[src/rtl/uart_tx_arbiter_if.sv]
// Bundle between the byte requesters, the arbiter and the shared uart_tx:
// per-requester req/data/hold/ack/gnt plus the transmitter d_in/tx_start/tx_done_tick handshake.
interface uart_tx_arbiter_if #(
  parameter int NREQ = 4,
  parameter int DBIT = 8
);
  logic [NREQ-1:0]      req;
  logic [NREQ*DBIT-1:0] data;
  logic [NREQ-1:0]      hold;
  logic [NREQ-1:0]      ack;
  logic [NREQ-1:0]      gnt;
  logic [DBIT-1:0]      d_in;
  logic                 tx_start;
  logic                 tx_done_tick;
  logic                 busy;

  modport master (
    output req, data, hold, tx_done_tick,
    input  ack, gnt, d_in, tx_start, busy
  );

  modport slave (
    input  req, data, hold, tx_done_tick,
    output ack, gnt, d_in, tx_start, busy
  );
endinterface

[src/rtl/uart_tx_arbiter.sv]
// Round-robin arbiter sharing one uart_tx between NREQ byte sources, with packet lock via hold.
// Optional macro UART_ARB_PRIO0_EN: requester 0 wins every IDLE arbitration without moving rr_ptr.
module uart_tx_arbiter #(
  parameter int NREQ    = 4,
  parameter int DBIT    = 8,
  parameter int HOLD_TO = 1023
) (
  input  logic             i_clk,
  input  logic             i_reset,
  uart_tx_arbiter_if.slave bus
);

  localparam int IW = (NREQ > 1) ? $clog2(NREQ) : 1;
  localparam int TW = $clog2(HOLD_TO + 1);

  typedef enum logic [1:0] {
    ST_IDLE = 2'd0,
    ST_WAIT = 2'd1,
    ST_HOLD = 2'd2
  } state_t;

  state_t          r_state, w_state;
  logic [IW-1:0]   r_rr, w_rr;
  logic [IW-1:0]   r_owner, w_owner, w_sel;
  logic            r_hold, w_hold;
  logic [TW-1:0]   r_timer, w_timer;
  logic [NREQ-1:0] r_gnt, w_gnt;
  logic [NREQ-1:0] r_ack, w_ack;
  logic [NREQ-1:0] w_onehot;
  logic            r_start, w_start;
  logic            r_busy;
  logic            w_load;
  logic [DBIT-1:0] r_din, w_din;
  logic [IW:0]     w_pick;

  // First set request after ptr, wrapping; MSB of the result flags that one was found.
  function automatic logic [IW:0] rr_pick(input logic [NREQ-1:0] req, input logic [IW-1:0] ptr);
    logic          found;
    logic [IW-1:0] idx;
    int            c;
    found = 1'b0;
    idx   = '0;
    for (int k = 1; k <= NREQ; k++) begin
      c = (int'(ptr) + k) % NREQ;
      if (!found && req[c]) begin
        found = 1'b1;
        idx   = IW'(c);
      end else begin
        found = found;
      end
    end
    return {found, idx};
  endfunction

  assign w_pick   = rr_pick(bus.req, r_rr);
  assign w_onehot = {{(NREQ-1){1'b0}}, 1'b1} << w_sel;

  always_comb begin
    w_state = r_state;
    w_rr    = r_rr;
    w_owner = r_owner;
    w_hold  = r_hold;
    w_timer = r_timer;
    w_gnt   = r_gnt;
    w_ack   = '0;
    w_start = 1'b0;
    w_din   = r_din;
    w_load  = 1'b0;
    w_sel   = r_owner;

    case (r_state)
      ST_IDLE: begin
`ifdef UART_ARB_PRIO0_EN
        if (bus.req[0]) begin
          w_load = 1'b1;
          w_sel  = '0;
        end else
`endif
        if (w_pick[IW]) begin
          w_load = 1'b1;
          w_sel  = w_pick[IW-1:0];
          w_rr   = w_pick[IW-1:0];
        end else begin
          w_load = 1'b0;
        end
      end
      ST_WAIT: begin
        if (bus.tx_done_tick) begin
          if (r_hold && bus.req[r_owner]) begin
            w_load = 1'b1;
          end else if (r_hold) begin
            w_state = ST_HOLD;
            w_timer = '0;
          end else begin
            w_state = ST_IDLE;
            w_gnt   = '0;
          end
        end else begin
          w_state = ST_WAIT;
        end
      end
      ST_HOLD: begin
        // A request arriving on the expiry cycle still takes the byte.
        if (bus.req[r_owner]) begin
          w_load = 1'b1;
        end else if (r_timer == TW'(HOLD_TO - 1)) begin
          w_state = ST_IDLE;
          w_gnt   = '0;
          w_timer = '0;
        end else begin
          w_timer = r_timer + TW'(1);
        end
      end
      default: begin
        w_state = ST_IDLE;
        w_gnt   = '0;
      end
    endcase

    if (w_load) begin
      w_owner = w_sel;
      w_gnt   = w_onehot;
      w_ack   = w_onehot;
      w_start = 1'b1;
      w_din   = bus.data[w_sel*DBIT +: DBIT];
      w_hold  = bus.hold[w_sel];
      w_state = ST_WAIT;
    end else begin
      w_owner = w_owner;
    end
  end

  always_ff @(posedge i_clk) begin
    if (i_reset) begin
      r_state <= ST_IDLE;
      r_rr    <= IW'(NREQ - 1);
      r_owner <= '0;
      r_hold  <= 1'b0;
      r_timer <= '0;
      r_gnt   <= '0;
      r_ack   <= '0;
      r_start <= 1'b0;
      r_din   <= '0;
      r_busy  <= 1'b0;
    end else begin
      r_state <= w_state;
      r_rr    <= w_rr;
      r_owner <= w_owner;
      r_hold  <= w_hold;
      r_timer <= w_timer;
      r_gnt   <= w_gnt;
      r_ack   <= w_ack;
      r_start <= w_start;
      r_din   <= w_din;
      r_busy  <= (w_state != ST_IDLE);
    end
  end

  assign bus.ack      = r_ack;
  assign bus.gnt      = r_gnt;
  assign bus.d_in     = r_din;
  assign bus.tx_start = r_start;
  assign bus.busy     = r_busy;

endmodule

[src/flat_wrapper.sv]
// flat-port wrapper written by rule: the top's interface ports become plain ports
module uart_tx_arbiter_flat 
#(
  parameter int NREQ    = 4,
  parameter int DBIT    = 8,
  parameter int HOLD_TO = 1023
)
  (i_clk, i_reset, bus_req, bus_data, bus_hold, bus_tx_done_tick, bus_ack, bus_gnt, bus_d_in, bus_tx_start, bus_busy);
  uart_tx_arbiter_if #(.NREQ(NREQ), .DBIT(DBIT)) bus_i ();
  input  logic i_clk;
  input  logic i_reset;
  input wire logic [$bits(bus_i.req)-1:0] bus_req;
  input wire logic [$bits(bus_i.data)-1:0] bus_data;
  input wire logic [$bits(bus_i.hold)-1:0] bus_hold;
  input wire logic [$bits(bus_i.tx_done_tick)-1:0] bus_tx_done_tick;
  output wire logic [$bits(bus_i.ack)-1:0] bus_ack;
  output wire logic [$bits(bus_i.gnt)-1:0] bus_gnt;
  output wire logic [$bits(bus_i.d_in)-1:0] bus_d_in;
  output wire logic [$bits(bus_i.tx_start)-1:0] bus_tx_start;
  output wire logic [$bits(bus_i.busy)-1:0] bus_busy;
  assign bus_i.req = bus_req;
  assign bus_i.data = bus_data;
  assign bus_i.hold = bus_hold;
  assign bus_i.tx_done_tick = bus_tx_done_tick;
  assign bus_ack = bus_i.ack;
  assign bus_gnt = bus_i.gnt;
  assign bus_d_in = bus_i.d_in;
  assign bus_tx_start = bus_i.tx_start;
  assign bus_busy = bus_i.busy;
  uart_tx_arbiter #(.NREQ(NREQ), .DBIT(DBIT), .HOLD_TO(HOLD_TO)) u_core (.i_clk(i_clk), .i_reset(i_reset), .bus(bus_i));
endmodule
[config.mk]
export PLATFORM = sky130hd
export DESIGN_NAME = uart_tx_arbiter_flat
export DESIGN_NICKNAME = d
export VERILOG_FILES = /design/src/rtl/uart_tx_arbiter_if.sv /design/src/rtl/uart_tx_arbiter.sv /design/src/flat_wrapper.sv
export SDC_FILE = /design/constraint.sdc
export NUM_CORES = 1
export LEC_CHECK = 0
export BUFFER_PORTS_ARGS = -buffer_cell sky130_fd_sc_hd__buf_2
export CAP_MARGIN = 10
export CORE_ASPECT_RATIO = 0.8
export CORE_UTILIZATION = 25
export DETAILED_ROUTE_END_ITERATION = 10
export GPL_TIMING_DRIVEN = 0
export PLACE_DENSITY = 0.43
export SKIP_LAST_GASP = 1
export SYNTH_ARGS = -nofsm -noshare
export SYNTH_HDL_FRONTEND = slang
export SYNTH_SLANG_ARGS = --single-unit
export TNS_END_PERCENT = 1
[constraint.sdc]
create_clock -name i_clk -period 2.4 [get_ports i_clk]
set_input_delay 0.48 -clock i_clk [delete_from_list [all_inputs] [get_ports i_clk]]
set_output_delay 0.48 -clock i_clk [all_outputs]
set_load 0.005 [all_outputs]
== Word level (Yosys, flattened, before mapping) ==
Cells that the tools add are included.
Cells by class
  reduce and logical (&&, ||, !) cells: 18
  eq/ne operators: 13
  $lt $le $gt $ge: 6
  shifts and indexed selects: 2
  bitwise logic cells: 5
  add/sub/neg operators: 5
  multiplexer cells: 52
Operators by type and width (number)
  $mux W10: 5
  $shiftx A32 B6 Y8: 1
  $mux W2: 12
  $mux W4: 6
  $pmux W10 S2: 1
  $mux W1: 19
  $lt A3 B4 Y1 const B: 4
  $bmux W1 S2: 6
  $pmux W4 S3: 1
  $add A10 B1 Y10 const B: 1
  $eq A10 B10 Y1 const B: 1
  $reduce_or A2 Y1: 5
  $ne A3 B2 Y1 const B: 3
  $lt A2 B3 Y1 const B: 2
  $ne A2 B2 Y1 const B: 3
  $pmux W2 S3: 1
  $reduce_and A6 Y1: 1
  $reduce_and A5 Y1: 1
  $add A2 B1 Y2 const B: 2
  $add A2 B2 Y2 const B: 2
  $and A1 B1 Y1 const A: 4
  $logic_and A1 B1 Y1: 4
  $ne A2 B1 Y1 const B: 2
  $reduce_bool A2 Y1: 2
  other kinds (10): 12
Storage, ports and cells
  output and inout port bits: 18
  register bits after elaboration: 35
  input bits: 43

== Depth between registers and ports, before layout ==
Gate-level depths: netlist of run 1.
  depth in word-level cells: 20
  depth in mapped cells: 8
  depth with buffers taken out: 8

== Worst setup path before layout of run 1 ==
No wires, ideal clock.
  kind: input to register
  start: input bus_req[3]
  end: register u_core.r_gnt[0] (netlist: u_core.bus.gnt[0])
  stages: 6
  data arrival time: 1816 ps
  buffers on the path: 1
  library setup time: 131 ps
  required time: 2269 ps
  path slack: 453 ps
  cell sequence: mux4_2 -> o2bb2ai_1 -> a21o_2 -> buf_2 -> a22oi_1 -> nor2_1
Between the ends
  longest elaborated chain between the ends: 17
  elaborated cells between the ends (all ways): 45
RTL lines
  start: declaration: line flat_wrapper.sv:12  | input wire logic [$bits(bus_i.req)-1:0] bus_req;
  $bmux W1 S2: line uart_tx_arbiter.sv:45  | if (!found && req[c]) begin
  $mux W1 (not written as such) (2 in series): line uart_tx_arbiter.sv:45
  $mux W1: line uart_tx_arbiter.sv:45
  $logic_not A1 Y1: line uart_tx_arbiter.sv:45
  $logic_and A1 B1 Y1: line uart_tx_arbiter.sv:45
  $mux W1: line uart_tx_arbiter.sv:45
  $logic_not A1 Y1: line uart_tx_arbiter.sv:45
  $logic_and A1 B1 Y1: line uart_tx_arbiter.sv:45
  $mux W1: line uart_tx_arbiter.sv:45
  $logic_not A1 Y1: line uart_tx_arbiter.sv:45
  $logic_and A1 B1 Y1: line uart_tx_arbiter.sv:45
  $mux W1 / $mux W2 (equally long branches): line uart_tx_arbiter.sv:45
  $mux W1 / $mux W2 (equally long branches): line uart_tx_arbiter.sv:79  | if (w_pick[IW]) begin
  $pmux W1 S3 / $mux W2 (equally long branches): line uart_tx_arbiter.sv:71  | case (r_state)
  $ne A3 B2 Y1 (no line) (tied with other cells)
  $reduce_and A6 Y1 (no line) / $mux W4 (equally long branches)
  end signal: assignment: line uart_tx_arbiter.sv:151  | r_gnt <= w_gnt;
  end: declaration: line uart_tx_arbiter.sv:27  | logic [NREQ-1:0] r_gnt, w_gnt;
Several ways; a longest one is shown, not always the timed one. The select of a mux whose other input is x is not followed.
A chain may end at the register's enable or synchronous reset.

== Final worst setup path of run 1 ==
  start: register u_core.r_owner[0]
  end: register u_core.r_din[3] (netlist: u_core.bus.d_in[3])
Between the ends
  longest elaborated chain between the ends: 6
  elaborated cells between the ends (all ways): 10
RTL lines
  start: declaration: line uart_tx_arbiter.sv:24  | logic [IW-1:0] r_owner, w_owner, w_sel;
  start signal: assignment: line uart_tx_arbiter.sv:148  | r_owner <= w_owner;
  $bmux W1 S2: line uart_tx_arbiter.sv:89, uart_tx_arbiter.sv:104
  $mux W1 (not written as such): line uart_tx_arbiter.sv:89, uart_tx_arbiter.sv:104
  $logic_and A1 B1 Y1: line uart_tx_arbiter.sv:89  | if (r_hold && bus.req[r_owner]) begin
  $mux W1: line uart_tx_arbiter.sv:89
  $mux W1: line uart_tx_arbiter.sv:88  | if (bus.tx_done_tick) begin
  $pmux W1 S3: line uart_tx_arbiter.sv:71
  end signal: assignment: line uart_tx_arbiter.sv:154  | r_din <= w_din;
  end: declaration: line uart_tx_arbiter.sv:33  | logic [DBIT-1:0] r_din, w_din;
Several ways; a longest one is shown, not always the timed one. The select of a mux whose other input is x is not followed.

==> results.cfg, run 1 <==
[synth]
ys_top_cells_by_count = dfxtp_1 (35), nor2_1 (26), a22oi_1 (13)
syn_avg_cell_area_um2 = 9.41
yosysWarningCount = 0
ys_seq_elements = 35
synth_top_area_cell = dfxtp_1
ys_types = 48
yosys-top-cells-area = dfxtp_1 (39%), a221oi_2 (6.7%), a211oi_2 (5.6%)
async_flop_share_pct = 0
netlist_area_um2 = 1800
synth_top_area_share_pct = 39.0
synth_most_common_cell = dfxtp_1
syn_nets = 236
ys.flop_type = dfxtp_1
yosysSeqAreaShare_pct = 39.0
synthCells = 191
synth_edf_count = 0

[clocking]
cts_buffers = 5
insertion_delay_ns = 0.29
tritoncts = done
max-clock-path-buffers = 2
cts_root_buf = clkbuf_8
cts.reportedPaths.clkPinSlew_ns = 0.08
clock-sinks = 35
htreeDepth = 2
ctsHoldBuffers = 0

[grt]
grt_pass1_vias = 1638
overflow = 0
grt_max_degree = 13
antenna_found_initial = 0
grt.total_usage_pct = 13.1
grt_pass1_wl_mm = 8.02

[worst_setup_path]
startpoint_type = flip-flop
critPathKind = flip-flop to flip-flop
crit_chain = mux4_2 > o2bb2ai_1 > a21o_2 > inv_4 > buf_6 > a221oi_2 > a211oi_2
slowest_delay_ns = 0.63
worst_path_max_delay_cell = mux4_2
cp.arrival_ns = 2.35
worst-path-buf-inv = 2
worstSetupEndpointType = flip-flop
worst-path-stages = 7
r2r_slack_ns = 0.26
reg2reg_depth = 7
cp_max_fo = 10
crit_family = compound AO/OA/AOI/OAI gates
required_ns = 2.61

[drt]
wl_mm = 4.55
post-route-drc-count = 0
num_vias = 1602
antenna_left = 0
firstDrtPassIters = 4
drt-vias-per-instance = 4.63
drt-wirelength-per-cell_um = 13.1
first_iter_violations = 62

[cells_and_area]
multi_input_area_um2 = 1020
area_growth_pct = 29.3
antenna_cells = 0
fill_cells = 721
seq_area_um2 = 701
fin_util_pct = 33.6
final_area_um2 = 2320
layout.nets = 303
drive_gt1_share_pct = 39.8

[hold_path]
min_path_cells = 2
hold_path.class = input port to flip-flop

[timing]
hold_ws_ns = 0.444
fmaxAchievable_mhz = 468
finalHoldViolCount = 0
setup-violations-final = 0
setup_ws_ns = 0.263
tightest_slew_ns = 0.637
period_needed_ns = 2.14
slew_violations = 0
fin_tns_setup_ns = 0
fin_crit_sh_pct = 89.0
max-slew-margin-rel_pct = 57.5
grt_setup_unrepaired = no
clock_skew_ns = 0.0124

[run_status]
status = finished clean

[place]
postPlaceCellArea_um2 = 2210
hpwl_mm = 3.34
routabilityCongestion = 0.703
post-place-ws_ns = -0.00800
port_buffers = 60

[floorplan]
dieArea_um2 = 7530
coreArea_um2 = 6930
die_w_um = 96.8
start_util_pct = 25.9
io_pins = 61
rows = 27
die_h_um = 77.8

[power]
p_per_area_nw_per_um2 = 694
leakage_nw = 0.997
ir_worst_vdd_v = 0.000239

[run]
cap_violations = 0
## layer usage
| metal | part of all wire, % | track usage (%) |
|---|---|---|
| met4 | 1.1 | 3.58 |
| met1 | 51 | 18.0 |
| met2 | 42 | 20.1 |
| met5 | 0 | 0 |
| met3 | 5.6 | 3.60 |
## metrics by stage
step                      total power [mW]  cells
final                                 1.61    346
after global routing                  1.72    346
after CTS                             1.64    346
after detailed placement              1.09    338
after global placement                1.10    338
after floorplan                      0.948    191
## what timing repair did
item                       4_1_cts  5_1_grt
gates resized for setup          0        1
setup endpoints to repair        0        8
setup buffers                    0        0
## area by class of cell
class	instances	area share, %
multi-input cells	140	43.8
clock buffers	5	2.96
flip-flops and latches	35	30.2
inverters	5	0.915
clock inverters	3	1.88
well taps	87	4.68
plain buffers	11	2.64
repair buffers	60	12.9
## flip-flops by register name, indices dropped and copies added, names as in the netlist
name and count:
u_core.bus.ack 4, u_core.bus.busy 1, u_core.bus.d_in 8, u_core.bus.gnt 4, u_core.bus.tx_start 1, u_core.r_hold 1
u_core.r_owner 2, u_core.r_rr 2, u_core.r_state 2, u_core.r_timer 10
## logic make-up (layout without fill, tap and decap cells)
logic type                 after synthesis  after routing  synth area share [%]
muxes                                    2              2                  1.81
DFF                                     35             35                  39.0
AOI/OAI and AO/OA                       59             59                  29.5
xor gates and xnor gates                 7              7                  3.41
adders and majority gates                2              2                  1.39
and+or+nand+nor                         70             70                  20.3
buffers and inverters                   16             84                  4.60
## report_power, final
group	internal [mW]	total, mW	switching, mW
Sequential	0.633	0.666	0.0332
Clock	0.309	0.535	0.226
Combinational	0.185	0.411	0.226
Total	1.13	1.61	0.485
## placed cells by master, fill, tap and decap left out, types with 3 or more instances in the layout
| cell type | count |
|---|---|
| buf_2 | 64 |
| nor2_1 | 26 |
| nand4_1 | 5 |
| o21ai_0 | 4 |
| nand2_1 | 11 |
| o22ai_1 | 3 |
| inv_1 | 4 |
| and3_1 | 3 |
| or3_1 | 4 |
| clkbuf_1 | 4 |
| xor2_1 | 6 |
| nand2b_1 | 3 |
| and2_1 | 5 |
| dfxtp_1 | 35 |
| a21oi_1 | 6 |
| clkbuf_8 | 5 |
| a221oi_2 | 8 |
| a22oi_1 | 13 |
| a211oi_2 | 8 |
## path summary, 6_finish.rpt
path / startpoint / endpoint
worst max-delay path: u_core.r_owner[0] / u_core.bus.d_in[3]
worst min-delay path: i_reset / u_core.bus.tx_start
worst max register to register: u_core.r_owner[0] / u_core.bus.d_in[3]
worst min register to register: u_core.r_timer[9] / u_core.r_timer[9]
(Power assumes the default switching activity.)
==> run 2, diff against run 1 <==
CAP_MARGIN = not set   (was 10)
CORE_ASPECT_RATIO = 1.2   (was 0.8)
==> results.cfg, run 2 (synthesis results as in run 1) <==
[timing]
max-slew-margin-rel_pct = 54.2
fin_tns_setup_ns = 0
tightest_slew_ns = 0.687
clock_skew_ns = 0.00247
setup_ws_ns = 0.251
period_needed_ns = 2.15
fin_crit_sh_pct = 89.5
finalHoldViolCount = 0
setup-violations-final = 0
fmaxAchievable_mhz = 465
grt_setup_unrepaired = no
slew_violations = 0

[cells_and_area]
final_area_um2 = 2290
fill_cells = 740
area_growth_pct = 27.3
seq_area_um2 = 701
largest_register_ffs = 10
layout.nets = 303
final_common_cell = buf_2
mostFrequentLayoutCells = buf_2 (64), dfxtp_1 (35), nor2_1 (26), a22oi_1 (13), nand2_1 (11)
antenna_cells = 0
drive_gt1_share_pct = 38.6
largest_register = u_core.r_timer
multi_input_area_um2 = 1010

[worst_setup_path]
slowest_delay_ns = 0.63
critPathKind = flip-flop to flip-flop
worst-path-buf-inv = 1
cp_max_fo = 10
worst_path_max_delay_cell = mux4_2
reg2reg_depth = 6
rr_endpoint = u_core.bus.gnt[3]
worstSetupEndpointType = flip-flop
crit_family = compound AO/OA/AOI/OAI gates
required_ns = 2.55
startpoint_type = flip-flop
cp.arrival_ns = 2.30
r2r_slack_ns = 0.25
rr_startpoint = u_core.r_owner[0]
crit_chain = mux4_2 > o2bb2ai_1 > a21o_2 > buf_2 > a22oi_1 > nor2_1

[clocking]
max-clock-path-buffers = 2
cts_buffers = 5
cts.reportedPaths.clkPinSlew_ns = 0.07
insertion_delay_ns = 0.28
clock-sinks = 35
post_cts.repair.setup_buffers = 0
htreeDepth = 2
tritoncts = done
ctsHoldBuffers = 0
cts_root_buf = clkbuf_8
post_cts_resize_count = 0

[power]
p_sw_share_pct = 31.6
p_switching_uw = 472
p_clk_share_pct = 27.9
comb_power_share_pct = 27.5
cell_internal_pwr_mw = 1.02
seqPwrFrac_pct = 44.6
p_per_area_nw_per_um2 = 653
ir_worst_vdd_v = 0.000248
leakage_nw = 0.980

[drt]
antenna_left = 0
drt-wirelength-per-cell_um = 13.6
num_vias = 1640
first_iter_violations = 48
post-route-drc-count = 0
firstDrtPassIters = 4
drt-vias-per-instance = 4.74
wl_mm = 4.72

[hold_path]
hold_path.class = input port to flip-flop
min_from = i_reset
hold_end = u_core.bus.tx_start
min_path_cells = 2

[place]
post-place-ws_ns = 0.0424
routabilityCongestion = 0.771
postPlaceCellArea_um2 = 2210
hpwl_mm = 3.51
port_buffers = 60

[run]
cap_violations = 0

[grt]
grt_max_degree = 11
grt_pass1_wl_mm = 7.49
grt.total_usage_pct = 12.8
overflow = 0
antenna_found_initial = 0
grt_pass1_vias = 1548

[floorplan]
start_util_pct = 26.1
die_h_um = 94.9
die_w_um = 79.4
coreArea_um2 = 6900
dieArea_um2 = 7530
rows = 33
io_pins = 61

[run_status]
status = finished clean
-- run 2: changes by cell type in the layout (fill, tap and decap cells not counted) --
cell and delta:
nor3_2 -1, nor3_1 +1, bufinv_16 -1, clkinv_4 -1, clkbuf_1 +2
-- run 2: worst max-delay path by stage --
stage	startpoint	endpoint	slack, ns	cells after the start
3_5_place_dp	bus_req[3]	u_core.r_hold	0.04	9
6_report	u_core.r_owner[0]	u_core.bus.gnt[3]	0.25	6
5_1_grt	u_core.r_state[0]	u_core.bus.d_in[3]	0.004	7
4_1_cts	u_core.r_owner[0]	u_core.bus.gnt[3]	0.22	6
3_3_place_gp	bus_req[3]	u_core.r_hold	0.03	9
2_1_floorplan	bus_req[3]	u_core.bus.gnt[0]	0.45	6
-- run 2: worst reg2reg max path, delay by kind of cell, from the launching register on --
kind                   cells  cell delay [ns]
flip-flops                 1             0.45
AND/OR/NAND/NOR            1             0.06
multiplexers               1             0.63
AO/OA/AOI/OAI              3             0.66
buffers and inverters      1             0.22
-- run 2: area by class of cell --
class                   count  area share, %
repair buffers             60           13.1
clock inverters             1          0.219
multi-input cells         140           44.3
well taps                  87           4.76
plain buffers              11           2.68
clock buffers               7           3.34
inverters                   5          0.930
flip-flops and latches     35           30.6
-- run 2: routing by layer --
metal | track usage (%) | wire length (µm) | share of wire [%]
met5 | 0 | 0 | 0
met3 | 3.67 | 182 | 3.9
met4 | 3.18 | 59 | 1.3
met2 | 23.1 | 2460 | 52
met1 | 14.7 | 2020 | 43
-- run 2: metrics by stage --
step                      power, mW  hold WS (ns)  util (%)  instances
after floorplan               0.948         0.458         -        191
after global placement         1.10         0.477      32.0        338
after detailed placement       1.10         0.485      32.0        338
after CTS                      1.52         0.430      33.2        346
after global routing           1.58         0.446      33.2        346
final                          1.49         0.434      33.2        346
-- run 2: power by group through the flow --
stage               sequential, mW  clock [mW]  combinational (mW)
floorplan                    0.679           0               0.269
global placement             0.679           0               0.418
detailed placement           0.679           0               0.418
CTS                          0.666       0.438               0.419
global route                 0.673       0.456               0.452
finish                       0.666       0.417               0.411
